<file path="config.mk">
export PLATFORM = sky130hd
export DESIGN_NAME = afifo_rd_packer
export DESIGN_NICKNAME = d
export VERILOG_FILES = /design/src/rtl/afifo_rd_packer.sv
export SDC_FILE = /design/constraint.sdc
export NUM_CORES = 1
export LEC_CHECK = 0
export CAP_MARGIN = 5
export CORE_UTILIZATION = 40
export CTS_CLUSTER_SIZE = 12
export DETAILED_ROUTE_END_ITERATION = 8
export PLACE_DENSITY = 0.68
export SLEW_MARGIN = 0
export SYNTH_ARGS = -nofsm -noshare
export SYNTH_HDL_FRONTEND = slang
export SYNTH_SLANG_ARGS = --single-unit
</file>
<file path="constraint.sdc">
create_clock -name rclk -period 2.45 [get_ports rclk]
set_input_delay 0.3675 -clock rclk [delete_from_list [all_inputs] [get_ports rclk]]
set_output_delay 0.3675 -clock rclk [all_outputs]
set_load 0.005 [all_outputs]
</file>
<file path="src/rtl/afifo_rd_packer.sv">
// afifo_rd_packer
//   Read-side drain for afifo. Pops DSIZE-bit entries from the FIFO read port
//   and packs LANES of them into one wide word. Lane 0 holds the first entry
//   popped. The word is offered on a valid/ready master interface. A flush
//   pulse emits a partial word, and m_keep marks the lanes that hold data.
//
//   Optional feature: define AFIFO_PACK_TIMEOUT_EN to add an idle timeout.
//   A partial word that sees no pop for TO_CYCLES consecutive cycles is then
//   emitted exactly as if flush had been pulsed.
//
// Ports
//   rclk     in   read-domain clock, rising edge
//   rrst_n   in   synchronous active-low reset
//   rempty   in   afifo empty flag
//   rdata    in   afifo read data, valid while rempty=0
//   rinc     out  pop strobe to afifo (combinational)
//   flush    in   single-cycle request to emit the current partial word
//   m_valid  out  output word valid (registered)
//   m_ready  in   downstream accept
//   m_data   out  packed word, lane 0 in the LSBs (registered)
//   m_keep   out  per-lane data-present mask, contiguous from bit 0 (registered)
module afifo_rd_packer #(
   parameter int DSIZE     = 8,
   parameter int LANES     = 4,
   parameter int TO_CYCLES = 16
) (
   input  logic                     rclk,
   input  logic                     rrst_n,
   input  logic                     rempty,
   input  logic [DSIZE-1:0]         rdata,
   output logic                     rinc,
   input  logic                     flush,
   output logic                     m_valid,
   input  logic                     m_ready,
   output logic [DSIZE*LANES-1:0]   m_data,
   output logic [LANES-1:0]         m_keep
);

   localparam int CNT_W = $clog2(LANES);

   if (LANES < 2 || LANES > 16 || TO_CYCLES < 1) begin : g_bad_cfg
      $error("afifo_rd_packer: LANES must be 2..16 and TO_CYCLES at least 1");
   end

   typedef enum logic {
      FILL = 1'b0,
      HOLD = 1'b1
   } state_t;

   state_t           state;
   logic [CNT_W-1:0] cnt;
   logic             last_lane;
   logic             timeout_hit;
   logic             do_flush;

   // In HOLD the FIFO is popped only in the cycle the word is handed off.
   // The popped entry then becomes lane 0 of the next word, so no cycle is lost.
   assign rinc      = rrst_n & ~rempty & ((state == FILL) | m_ready);
   assign last_lane = (cnt == CNT_W'(LANES - 1));

`ifdef AFIFO_PACK_TIMEOUT_EN
   localparam int IDLE_W = $clog2(TO_CYCLES + 1);

   logic [IDLE_W-1:0] idle_cnt;
   logic              idle_cyc;

   assign idle_cyc    = (state == FILL) && (cnt != '0) && !rinc;
   // The hit fires on the TO_CYCLES-th idle cycle, before the counter
   // would reach TO_CYCLES.
   assign timeout_hit = idle_cyc && (idle_cnt == IDLE_W'(TO_CYCLES - 1));

   always_ff @(posedge rclk) begin
      if (!rrst_n) begin
         idle_cnt <= '0;
      end else if (idle_cyc && !timeout_hit) begin
         idle_cnt <= idle_cnt + 1'b1;
      end else begin
         idle_cnt <= '0;
      end
   end
`else
   assign timeout_hit = 1'b0;
`endif

   // A flush with nothing captured, and no entry arriving, is dropped.
   assign do_flush = (flush | timeout_hit) & ((cnt != '0) | rinc);

   always_ff @(posedge rclk) begin
      if (!rrst_n) begin
         state   <= FILL;
         cnt     <= '0;
         m_valid <= 1'b0;
         m_data  <= '0;
         m_keep  <= '0;
      end else begin
         case (state)
            FILL: begin
               if (rinc) begin
                  m_data[cnt*DSIZE +: DSIZE] <= rdata;
                  m_keep[cnt]                <= 1'b1;
               end
               if ((rinc && last_lane) || do_flush) begin
                  state   <= HOLD;
                  m_valid <= 1'b1;
                  cnt     <= '0;
               end else if (rinc) begin
                  cnt <= cnt + 1'b1;
               end
            end
            HOLD: begin
               if (m_ready) begin
                  state   <= FILL;
                  m_valid <= 1'b0;
                  if (rinc) begin
                     m_data <= (DSIZE*LANES)'(rdata);
                     m_keep <= LANES'(1);
                     cnt    <= CNT_W'(1);
                  end else begin
                     m_data <= '0;
                     m_keep <= '0;
                     cnt    <= '0;
                  end
               end
            end
            default: begin
               state <= FILL;
            end
         endcase
      end
   end

endmodule

</file>
Yosys cells after proc, flatten, opt, wreduce, memory -nomap -nowiden
Cells that the tools add are included. W data, S select, Z words.

Word-level logic and storage cells: 53. Register bits: 40. Output and inout bits: 38.

Magnitude comparators: 2. Add/subtract/negate cells: 2. Muxes and demuxes: 22. Reductions and logical operators: 7. Shift-type cells: 2. Bitwise operators: 8. Equality and inequality tests: 5.

Operators with widths (count): $mux W32 (2); $pmux W32 S2 (1); $neg A5 Y34 (1); $shift A8 B34 Y32 const A (1); $shiftx A8 B34 Y32 (1); $bwmux W32 (1); $mux W4 (2); $mux W8 (1); $pmux W4 S2 (1); $mux W1 (7); $mux W2 (3); $reduce_and A2 Y1 (3); $ne A2 B2 Y1 const B (2); $or A4 B4 Y4 (1); $pmux W1 S2 (2); $pmux W2 S2 (1); $and A1 B1 Y1 (3); $lt A2 B3 Y1 const B (1); $ne A3 B2 Y1 const B (1); $add A2 B1 Y2 const B (1); $demux W1 S2 (1); $eq A2 B2 Y1 const B (1); $ge A2 B1 Y1 const B (1); $logic_and A1 B1 Y1 (2); other kinds (5) (7).

Depth between registers and ports, before layout
Depth in word-level cells: 8. Depth in mapped cells: 7. Mapped depth without buffers: 5.

Worst setup path before layout
No wires, ideal clock.

Kind: reg2reg. Start: register cnt[0]. End: register m_data[0]. Cell stages (with the launch flop): 7. Slack: 0.769 ns. Clock period less this slack: 1.681 ns. Data arrival time: 1.605 ns. Library setup time: 0.075 ns. Path through: dfxtp_1 > inv_1 > ha_1 > and4bb_1 > or2_2 > buf_6 > o22ai_1.

Cells in the longest elaborated chain, start to end: 5. Elaborated cells between the ends (all ways): 6. Those cells by class: add/sub: 1; shift: 2; mux: 3.

RTL lines: start, declared (line 51) `logic [CNT_W-1:0] cnt;`; start signal, assigned (line 107) `cnt <= cnt + 1'b1;`; $neg A5 Y34 (*) (line 99) `m_data[cnt*DSIZE +: DSIZE] <= rdata;`; $shiftx A8 B34 Y32 / $shift A8 B34 Y32 (equally long branches) (line 99); $bwmux W32 (*) (line 99); $mux W32 (*) (line 98) `if (rinc) begin`; $pmux W32 S2 (*) (line 96) `case (state)`; end signal, assigned by index (line 99); end signal, assigned (line 115) `m_data <= (DSIZE*LANES)'(rdata);`; end, declared (line 35) `output logic [DSIZE*LANES-1:0] m_data,`.

Every way passes the cells marked *; elsewhere a longest branch is shown, timed or not. The select of a mux whose other input is x is not followed. A chain may end at the register's enable or synchronous reset.

Worst setup path in the final report
Start: register state. End: output port rinc.

Cells in the longest elaborated chain, start to end: 3.

RTL lines: start, declared (line 50) `state_t state;`; start signal, assigned (line 90) `state <= FILL;`; start signal, assigned (line 103) `state <= HOLD;`; start signal, assigned (line 112) `state <= FILL;`; $not A1 Y1; $or A1 B1 Y1 (line 58) `assign rinc = rrst_n & ~rempty & ((state == FILL) | m_ready);`; $and A1 B1 Y1 (line 58); end, declared (line 31) `output logic rinc,`.

Every way passes these cells.

==> run_results.csv <==
group,metric,value,unit
clock_network,root_buffer,"clkbuf_8",
timing,hold_viol_final,0,
clock_network,clock_sinks,40,
power,p_switching,364,uW
yosys,yosys.area.top_type,"dfxtp_1",
yosys,synth-simple-area-share,0.200,
worst_setup_path,crit_arrival,1.75,ns
clock_network,cts_buffer_depth,2,
detailed_routing,wl_per_cell,13.9,um
timing,rsz0062_at_grt,"false",
detailed_routing,drt_iter0_markers,116,
timing,relSlewSlack,0.634,
yosys,synth_compound_area_frac,0.224,
power,p_sw_frac,0.264,
timing,fin_setup_tns,0,ns
worst_setup_path,rrSetupSlack,0.50,ns
die,rows,25,
power,powerDensity,541,mW/mm^2
yosys,ys_warn_count,0,
grt,grtUsageTotal,0.182,
power,p_int,1.01,mW
clock_network,cts_setup_buffers,0,
flow_run,maxCapViolCount,0,
worst_setup_path,critical_path_class,"reg -> out",
die,ioPinCount,51,
yosys,synth_ff_type,"dfxtp_1",
final_layout,drive_above_1_share,0.0664,
worst_setup_path,crit_path_max_incr_delay,0.66,ns
yosys,yosysTopAreaCellShare,0.409,
die,fp.dieW,72.0,um
clock_network,hold_buffers,0,
worst_setup_path,cp-endpoint,"rinc",
power,pwr-share-seq,0.505,
worst_setup_path,cp-end-kind,"primary output",
grt,grt_pass1_vias,1523,
detailed_routing,drt_pass1_iterations,4,
power,pwr-share-comb,0.163,
yosys,synth_edf_count,0,
detailed_routing,ant_nets,0,
timing,slew_viol_final,0,
timing,setup_viol,0,
yosys,yosys.cell_types.count,39,
worst_setup_path,path_max_fanout,17,
yosys,synth-async-reset-ratio,0,
worst_setup_path,worstSetupStartpointType,"flop",
clock_network,clock_latency,0.29,ns
grt,grt_max_degree,32,
clock_network,h-tree-depth,2,
power,p_leak,0.844,nW
worst_setup_path,path_cells,"nor2b_1, nor2_1, clkdlybuf4s50_1",
final_layout,mostFrequentLayoutCells,"clkdlybuf4s50_1, dfxtp_1, nand2_1",
worst_setup_path,crit_required,2.08,ns
clock_network,cts_tree,"built",
final_layout,diodes,0,
placement,gp_congestion,0.766,
clock_network,post_cts_resized,0,
die,initial_core_util,0.415,
yosys,synth_top_family_by_area,"compound AO/OA/AOI/OAI gates",
yosys,synth_area_leaders,"dfxtp_1, o2111ai_1, nand2_1",
yosys,ys_seq_area_frac,0.409,
grt,antenna_found_initial,0,
timing,max_freq,473,MHz
outcome,status,"complete, no violations",
final_layout,nNetsFinal,275,
power,p_clk_frac,0.332,
worst_setup_path,reg2reg_to,"m_data[10]$_SDFFE_PN0P_",
grt,grt_overflow,0,
timing,worst_slew_pin_slew,0.548,ns
detailed_routing,vias,1715,
final_layout,layout_commonest_cell,"clkdlybuf4s50_1",
yosys,synth-adder-area-share,0.0447,
worst_setup_path,slowest_stage,"dfxtp_1",
detailed_routing,drc,0,
yosys,syn-cell-area,0.00196,mm^2
final_layout,syn_to_final_growth,29.9,%
detailed_routing,drt-total-wl,4480,um
die,dieArea,0.00518,mm^2
yosys,synth_xor_area_frac,0,
detailed_routing,viasPerCell,5.31,
final_layout,final_util,0.539,
worst_setup_path,rr_startpoint,"cnt[0]$_SDFFE_PN0P_",
timing,min_period,2.11,ns
worst_setup_path,r2r_cells,5,
worst_setup_path,crit_path_start,"state$_SDFF_PN0_",
timing,clock_skew,0.00849,ns
clock_network,clk_pin_slew_worst_paths,0.08,ns
hold_path,hp-class,"reg -> reg",
timing,fin_crit_sh,0.863,
grt,grt_pass1_wl,7470,um
yosys,synthMuxAreaShare,0.0511,
clock_network,numCtsBuffers,5,
die,chipHeight,72.0,um
placement,io_buffers,50,
die,coreArea,0.00472,mm^2
yosys,synth_cells,214,
yosys,yosys_register_bits,40,
yosys,synth_nets,234,
yosys,syn_avg_cell_area,9.16,um^2
placement,hpwl,3270,um
power,ir_drop,0.000258,V
[through the flow]
stage	cell area [um^2]	hold slack (ns)	setup WS, ns	std cells	total power [mW]
after floorplan	1960	0.445	0.769	214	0.845
after global placement	2450	0.436	0.447	315	0.936
after detailed placement	2450	0.445	0.418	315	0.936
after CTS	2550	0.455	0.320	323	1.39
after global routing	2550	0.461	0.202	323	1.44
final	2550	0.450	0.335	323	1.38
[worst max-delay path: cells and delay by family (launching register included)]
family | cells | cell delay, ns
buffers and inverters | 1 | 0.44
AND/OR/NAND/NOR | 2 | 0.36
flip-flops | 1 | 0.66
[worst min path at each step]
stage | from | end | slack, ns | depth (start not counted)
2_1_floorplan | m_data[10]$_SDFFE_PN0P_ | m_data[10]$_SDFFE_PN0P_ | 0.44 | 2
3_3_place_gp | m_data[8]$_SDFFE_PN0P_ | m_data[8]$_SDFFE_PN0P_ | 0.44 | 2
3_5_place_dp | m_data[8]$_SDFFE_PN0P_ | m_data[8]$_SDFFE_PN0P_ | 0.44 | 2
4_1_cts | m_data[8]$_SDFFE_PN0P_ | m_data[8]$_SDFFE_PN0P_ | 0.45 | 2
5_1_grt | m_data[15]$_SDFFE_PN0P_ | m_data[15]$_SDFFE_PN0P_ | 0.46 | 2
6_report | m_data[8]$_SDFFE_PN0P_ | m_data[8]$_SDFFE_PN0P_ | 0.45 | 2
[cell families (layout without fill, tap and decap cells)]
kind of cell / Yosys count / in the layout
AO/OA/AOI/OAI: 62 / 62
flip-flops: 40 / 40
AND/OR/NAND/NOR: 71 / 71
buffers and inverters: 24 / 66
adder cells (fa/ha/maj): 7 / 7
multiplexers: 10 / 10
[layer usage]
metal	vias to the layer above	track usage	part of all wire
met5	-	0	0
met4	0	0.0741	0.023
met3	12	0.0458	0.052
met2	47	0.263	0.45
met1	793	0.259	0.47
li1	863	-	-
[flip-flops by register name, summed over array words and instances (netlist names)]
register	count
cnt	2
m_data	32
m_keep	4
m_valid	1
state	1
[power groups by stage]
stage                     logic (mW)  clock network, mW  registers (mW)
after floorplan                0.138                  0           0.707
final                          0.225              0.457           0.696
after CTS                      0.226              0.463           0.696
after global routing           0.248              0.495           0.700
after detailed placement       0.224                  0           0.712
after global placement         0.225                  0           0.711
[final cells by class]
type	count	area, um^2
tap	67	83.8
clock inverter	1	7.51
inverter	3	11.3
timing repair buffer	55	538
sequential	40	801
fill	427	2180
multi-input combinational	150	1020
clock buffer	7	86.3
[synth_stat cells, types with 5 or more instances]
cell type,n
dfxtp_1,40
nand2_1,28
o2111ai_1,16
nand3_1,13
mux2i_1,10
o21ai_0,10
a21boi_0,9
o21ai_1,8
o22ai_1,8
ha_1,7
nor2b_1,6
clkbuf_1,5
No activity file was read; power rests on OpenSTA's default activity.
==> RTL change 1 (same flow settings) <==
The option `AFIFO_PACK_TIMEOUT_EN` is turned on by a define.
--- a/src/rtl/afifo_rd_packer.sv
+++ b/src/rtl/afifo_rd_packer.sv
@@ -20,4 +20,6 @@
 //   m_data   out  packed word, lane 0 in the LSBs (registered)
 //   m_keep   out  per-lane data-present mask, contiguous from bit 0 (registered)
+`define AFIFO_PACK_TIMEOUT_EN
+
 module afifo_rd_packer #(
    parameter int DSIZE     = 8,
Check against the original RTL: same outputs for any inputs over 10 cycles, from zero or initial values and one cycle with rrst_n low; that may be too few to reach the edited logic, so the function may still have changed.
==> RTL change 1 against the original RTL <==
Power increased by 10%. Design area increased by 3.6%. Critical path depth increased by 2. Largest cell class unchanged. Sequential share of layout area increased by 2.7 points. Global-route usage increased by 0.85 points. Setup slack improved by 0.064 ns. Critical endpoint is now m_data[5]$_SDFFE_PN0P_. Sequential cell count increased by 5. Register-to-register slack got worse by 0.10 ns. Synthesized area increased by 1.1%. Highest routed layer unchanged. Clock power increased by 25%. Wire length increased by 6.4%. Largest power group unchanged. Hold slack about the same.
==> RTL change 1: results (changes against the original RTL) <==
[outcome]
status = finished, final reports clean

[yosys]
ys_top_cells_by_count = 45 x dfxtp_1, 26 x nand2_1, 21 x o2111ai_1, 16 x o21ai_0, 12 x nor2_1
synth.distinct_cells = 43  ; +10%
synthTopCellsByArea = dfxtp_1 45%, o2111ai_1 9.3%, nand2_1 4.9%, ha_1 4.4%, a22o_2 4.0%
yosysWarnings = 0  ; unchanged
synth_seq_area_share = 0.4548  ; +0.04615
syn_nets = 229  ; -2.1%

[worst_setup_path]
timing.rr.end = m_data[5]$_SDFFE_PN0P_
reg2reg_depth = 5  ; unchanged
critPathMaxFanout = 8  ; -9
crit_start = cnt[0]$_SDFFE_PN0P_

[placement]
post-place-ws_ns = 0.4037  ; -0.01394 ns
port_buffers = 50  ; unchanged
hpwl_um = 3310  ; +1.3%
gp_congestion = 0.8171  ; +6.7%

[cells_and_area]
final_layout_size_suffix_gt1_frac = 0.1216  ; +0.05516
nets = 274  ; -0.36%
top_regs = m_data (32), idle_cnt (5), m_keep (4)

[global_route]
grt_usage = 0.1908  ; +0.008523
grt_start_max_net_pins = 25  ; -22%
grt_pass1_wl_um = 7665  ; +2.7%
grt_pass1_vias = 1552  ; +1.9%

[timing]
slew_headroom = 0.6297  ; -0.004349
hold_slack_ns = 0.4497  ; -0.0001540 ns

[drt]
drt_first_iter_violations = 125  ; +7.8%
num_vias = 1710  ; -0.29%
wirelength_um = 4773  ; +6.4%

[clock_network]
clock_latency_ns = 0.31  ; +0.02 ns

[power]
vdd_drop_max_mv = 0.3296  ; +28%

==> RTL change 1: changes by cell type after synthesis, sizes merged, moves of 5 or more <==
cell and delta:
dfxtp +5, nand3 -12, a22o +8, a21boi -9, o2111ai +5, mux2i -6
nor2 +9, o22ai -8
==> RTL change 1: cell type report <==
| class | count | area (µm²) |
|---|---|---|
| inverter | 6 | 22.52 |
| fill | 446 | 2117 |
| tap | 67 | 83.83 |
| clock inverter | 3 | 46.29 |
| multi-input combinational | 139 | 962.2 |
| timing repair buffer | 57 | 553.0 |
| sequential | 45 | 900.9 |
| clock buffer | 5 | 68.82 |
==> RTL change 1: kinds of logic after synthesis <==
kind of cell             Yosys count  synth area share
XOR/XNOR                           2          0.008846
AND/OR/NAND/NOR                   62            0.1680
buffers and inverters             25           0.05938
flip-flops                        45            0.4548
AO/OA/AOI/OAI                     64            0.2445
multiplexers                       4           0.02022
adder cells (fa/ha/maj)            7           0.04422
==> RTL change 1: power by group through the flow <==
stage	Combinational, W	Sequential [W]	Clock [W]
2_1_floorplan	0.000101	0.000779	0
5_1_grt	0.000196	0.000770	0.000609
3_5_place_dp	0.000180	0.000783	0
3_3_place_gp	0.000179	0.000784	0
4_1_cts	0.000182	0.000766	0.000579
6_report	0.000182	0.000766	0.000573
==> RTL change 1: worst max-delay path by stage <==
| stage | slack (ns) | endpoint | cells past startpoint |
|---|---|---|---|
| final | 0.40 | m_data[5]$_SDFFE_PN0P_ | 5 |
| after global routing | 0.26 | m_data[5]$_SDFFE_PN0P_ | 5 |
| after CTS | 0.41 | m_data[0]$_SDFFE_PN0P_ | 5 |
| after detailed placement | 0.40 | m_data[13]$_SDFFE_PN0P_ | 5 |
| after global placement | 0.40 | m_data[27]$_SDFFE_PN0P_ | 5 |
| after floorplan | 0.64 | m_data[0]$_SDFFE_PN0P_ | 5 |
==> RTL change 1: stage by stage <==
stage	area (µm²)	power (W)	std cells
after floorplan	1981	0.0008797	209
after global placement	2522	0.0009624	314
after detailed placement	2522	0.0009631	314
after CTS	2638	0.001526	322
after global routing	2638	0.001575	322
final	2638	0.001521	322
==> RTL change 1: worst max-delay path, stage by stage (launching register included) <==
cell and delay (ns):
dfxtp_1 0.45, inv_1 0.13, ha_1 0.38, or4b_4 0.55, a21oi_4 0.28, a22o_2 0.19
==> RTL change 1: metal layers <==
| layer | up-vias | routed length [µm] | global-route usage |
|---|---|---|---|
| li1 | 862 | - | - |
| met1 | 787 | 2330 | 0.2610 |
| met2 | 57 | 2111 | 0.2908 |
| met3 | 4 | 287 | 0.05417 |
| met4 | 0 | 44 | 0.05882 |
| met5 | - | 0 | 0 |
==> RTL change 2 (same flow settings) <==
Without the edit above. Set the parameter `LANES` to 16 (it was 4).
--- a/src/rtl/afifo_rd_packer.sv
+++ b/src/rtl/afifo_rd_packer.sv
@@ -22,5 +22,5 @@
 module afifo_rd_packer #(
    parameter int DSIZE     = 8,
-   parameter int LANES     = 4,
+   parameter int LANES     = 16,
    parameter int TO_CYCLES = 16
 ) (
Interface: changed (resized m_data and m_keep); port bits go from 51 to 159. The function was not compared with the original's and may differ.
==> RTL change 2 against the original RTL <==
Clock power increased to 6.0 times the old value. Critical endpoint is now m_data[63]$_SDFFE_PN0P_. Largest power group is now the clock network. Design area rose to 3.2 times the old value. Largest cell class is now registers. Hold slack improved by 0.015 ns. Setup slack worse by 0.22 ns. Sequential cell count grew 110. Synthesized area increased to 2.8 times the old value. Register-to-register slack got worse by 0.39 ns. Sequential power grew to 3.6 times the old value. Wire length increased to 3.8 times the old value. Synthesized cell count rose by 130%. Power rose to 4.2 times the old value.
==> RTL change 2: results (changes against the original RTL) <==
[outcome]
status = finished, final reports clean

[clock_network]
cts.htree.levels = 4  ; +2
numCtsBuffers = 17  ; +12
clock_latency_ns = 0.43  ; +0.14 ns
cts_root_buffer = clkbuf_16

[global_route]
grt_pass1_vias = 4770  ; +210%
met3_usage = 0.07807  ; +0.03223
use_met1 = 0.3200  ; +0.06111
grt_pass1_wl_um = 26380  ; +250%
grt_start_max_net_pins = 51  ; +59%
grt_usage = 0.2409  ; +0.05864
grt_util_met2 = 0.3688  ; +0.1057

[cells_and_area]
nClkBuffers = 21  ; +14
nMultiInputCombCells = 299  ; +99%
buffers_excl_clock = 195  ; +250%
final-nonclk-buf-share = 0.2327  ; +0.02143
clk_share = 0.07794  ; +0.04109
seqAreaFraction = 0.3734  ; +0.05887
nets = 687  ; +150%
multi_input_area_share = 0.2858  ; -0.1142
final_layout_size_suffix_gt1_frac = 0.1325  ; +0.06614
inv_count = 6  ; +3

[drt]
num_vias = 4945  ; +190%
drt_first_iter_violations = 307  ; +160%
wl_met1_um = 7760  ; +270%
met2_length_um = 7749  ; +280%
drt-wirelength-per-cell_um = 19.86  ; +43%
routed-wl-met3_um = 1263  ; +440%
first_pass_iters = 5  ; +1

[worst_setup_path]
critPathMaxFanout = 13  ; -4
cp.arrival_ns = 2.71  ; +0.96 ns

[yosys]
syn_nets = 513  ; +120%
ys_top_cells_by_count = 150 x dfxtp_1, 47 x a32o_1, 40 x o2bb2ai_1, 39 x a22o_1, 27 x nand2_1
synth_seq_area_share = 0.5473  ; +0.1386

[placement]
gp_congestion = 0.8635  ; +13%
hpwl_um = 11650  ; +260%
dpl_cell_area_um2 = 7401  ; +200%

[floorplanning]
dieArea_um2 = 14190  ; +170%

==> RTL change 2: worst paths after layout <==
kind / start / cells past startpoint / slack (ns) / endpoint
max reg2reg: cnt[1]$_SDFFE_PN0P_ / 5 / 0.11 / m_data[63]$_SDFFE_PN0P_
min: m_data[65]$_SDFFE_PN0P_ / 2 / 0.46 / m_data[65]$_SDFFE_PN0P_
min reg2reg: m_data[65]$_SDFFE_PN0P_ / 2 / 0.46 / m_data[65]$_SDFFE_PN0P_
max: cnt[1]$_SDFFE_PN0P_ / 5 / 0.11 / m_data[63]$_SDFFE_PN0P_
==> RTL change 2: power breakdown <==
group          switching [W]  internal, W
sequential         0.0000146      0.00246
combinational       0.000386     0.000211
clock               0.000965      0.00179
==> RTL change 2: cell families (layout without fill, tap and decap cells) <==
logic type	Yosys count	count (layout)	share of synthesized area
AOI/OAI and AO/OA	184	184	0.2926
xor gates and xnor gates	2	2	0.003193
adders and majority gates	5	5	0.01140
buffers and inverters	46	230	0.03740
DFF	150	150	0.5473
muxes	1	1	0.001824
and+or+nand+nor	107	107	0.1063
==> RTL change 2: repair_timing <==
item | CTS | global route
endpoints found under the setup margin | 4 | 8
gates resized for setup | 1 | 3
hold endpoints to repair | 0 | 0
==> RTL change 2: metrics by stage <==
stage	cells	util	setup slack (ns)
6_report	855	0.6049	0.1135
5_1_grt	855	0.6049	0.002732
4_1_cts	855	0.6040	0.1121
3_5_place_dp	826	0.5567	-0.1613
3_3_place_gp	826	0.5567	-0.08590
2_1_floorplan	495	-	0.08904
==> RTL change 2: critical path, cell delays in order, from the launching register on <==
cell and delay (ns):
dfxtp_1 0.44, nor3_1 0.09, ha_2 0.52, inv_1 0.22
or4_1 0.74, a2bb2o_4 0.27
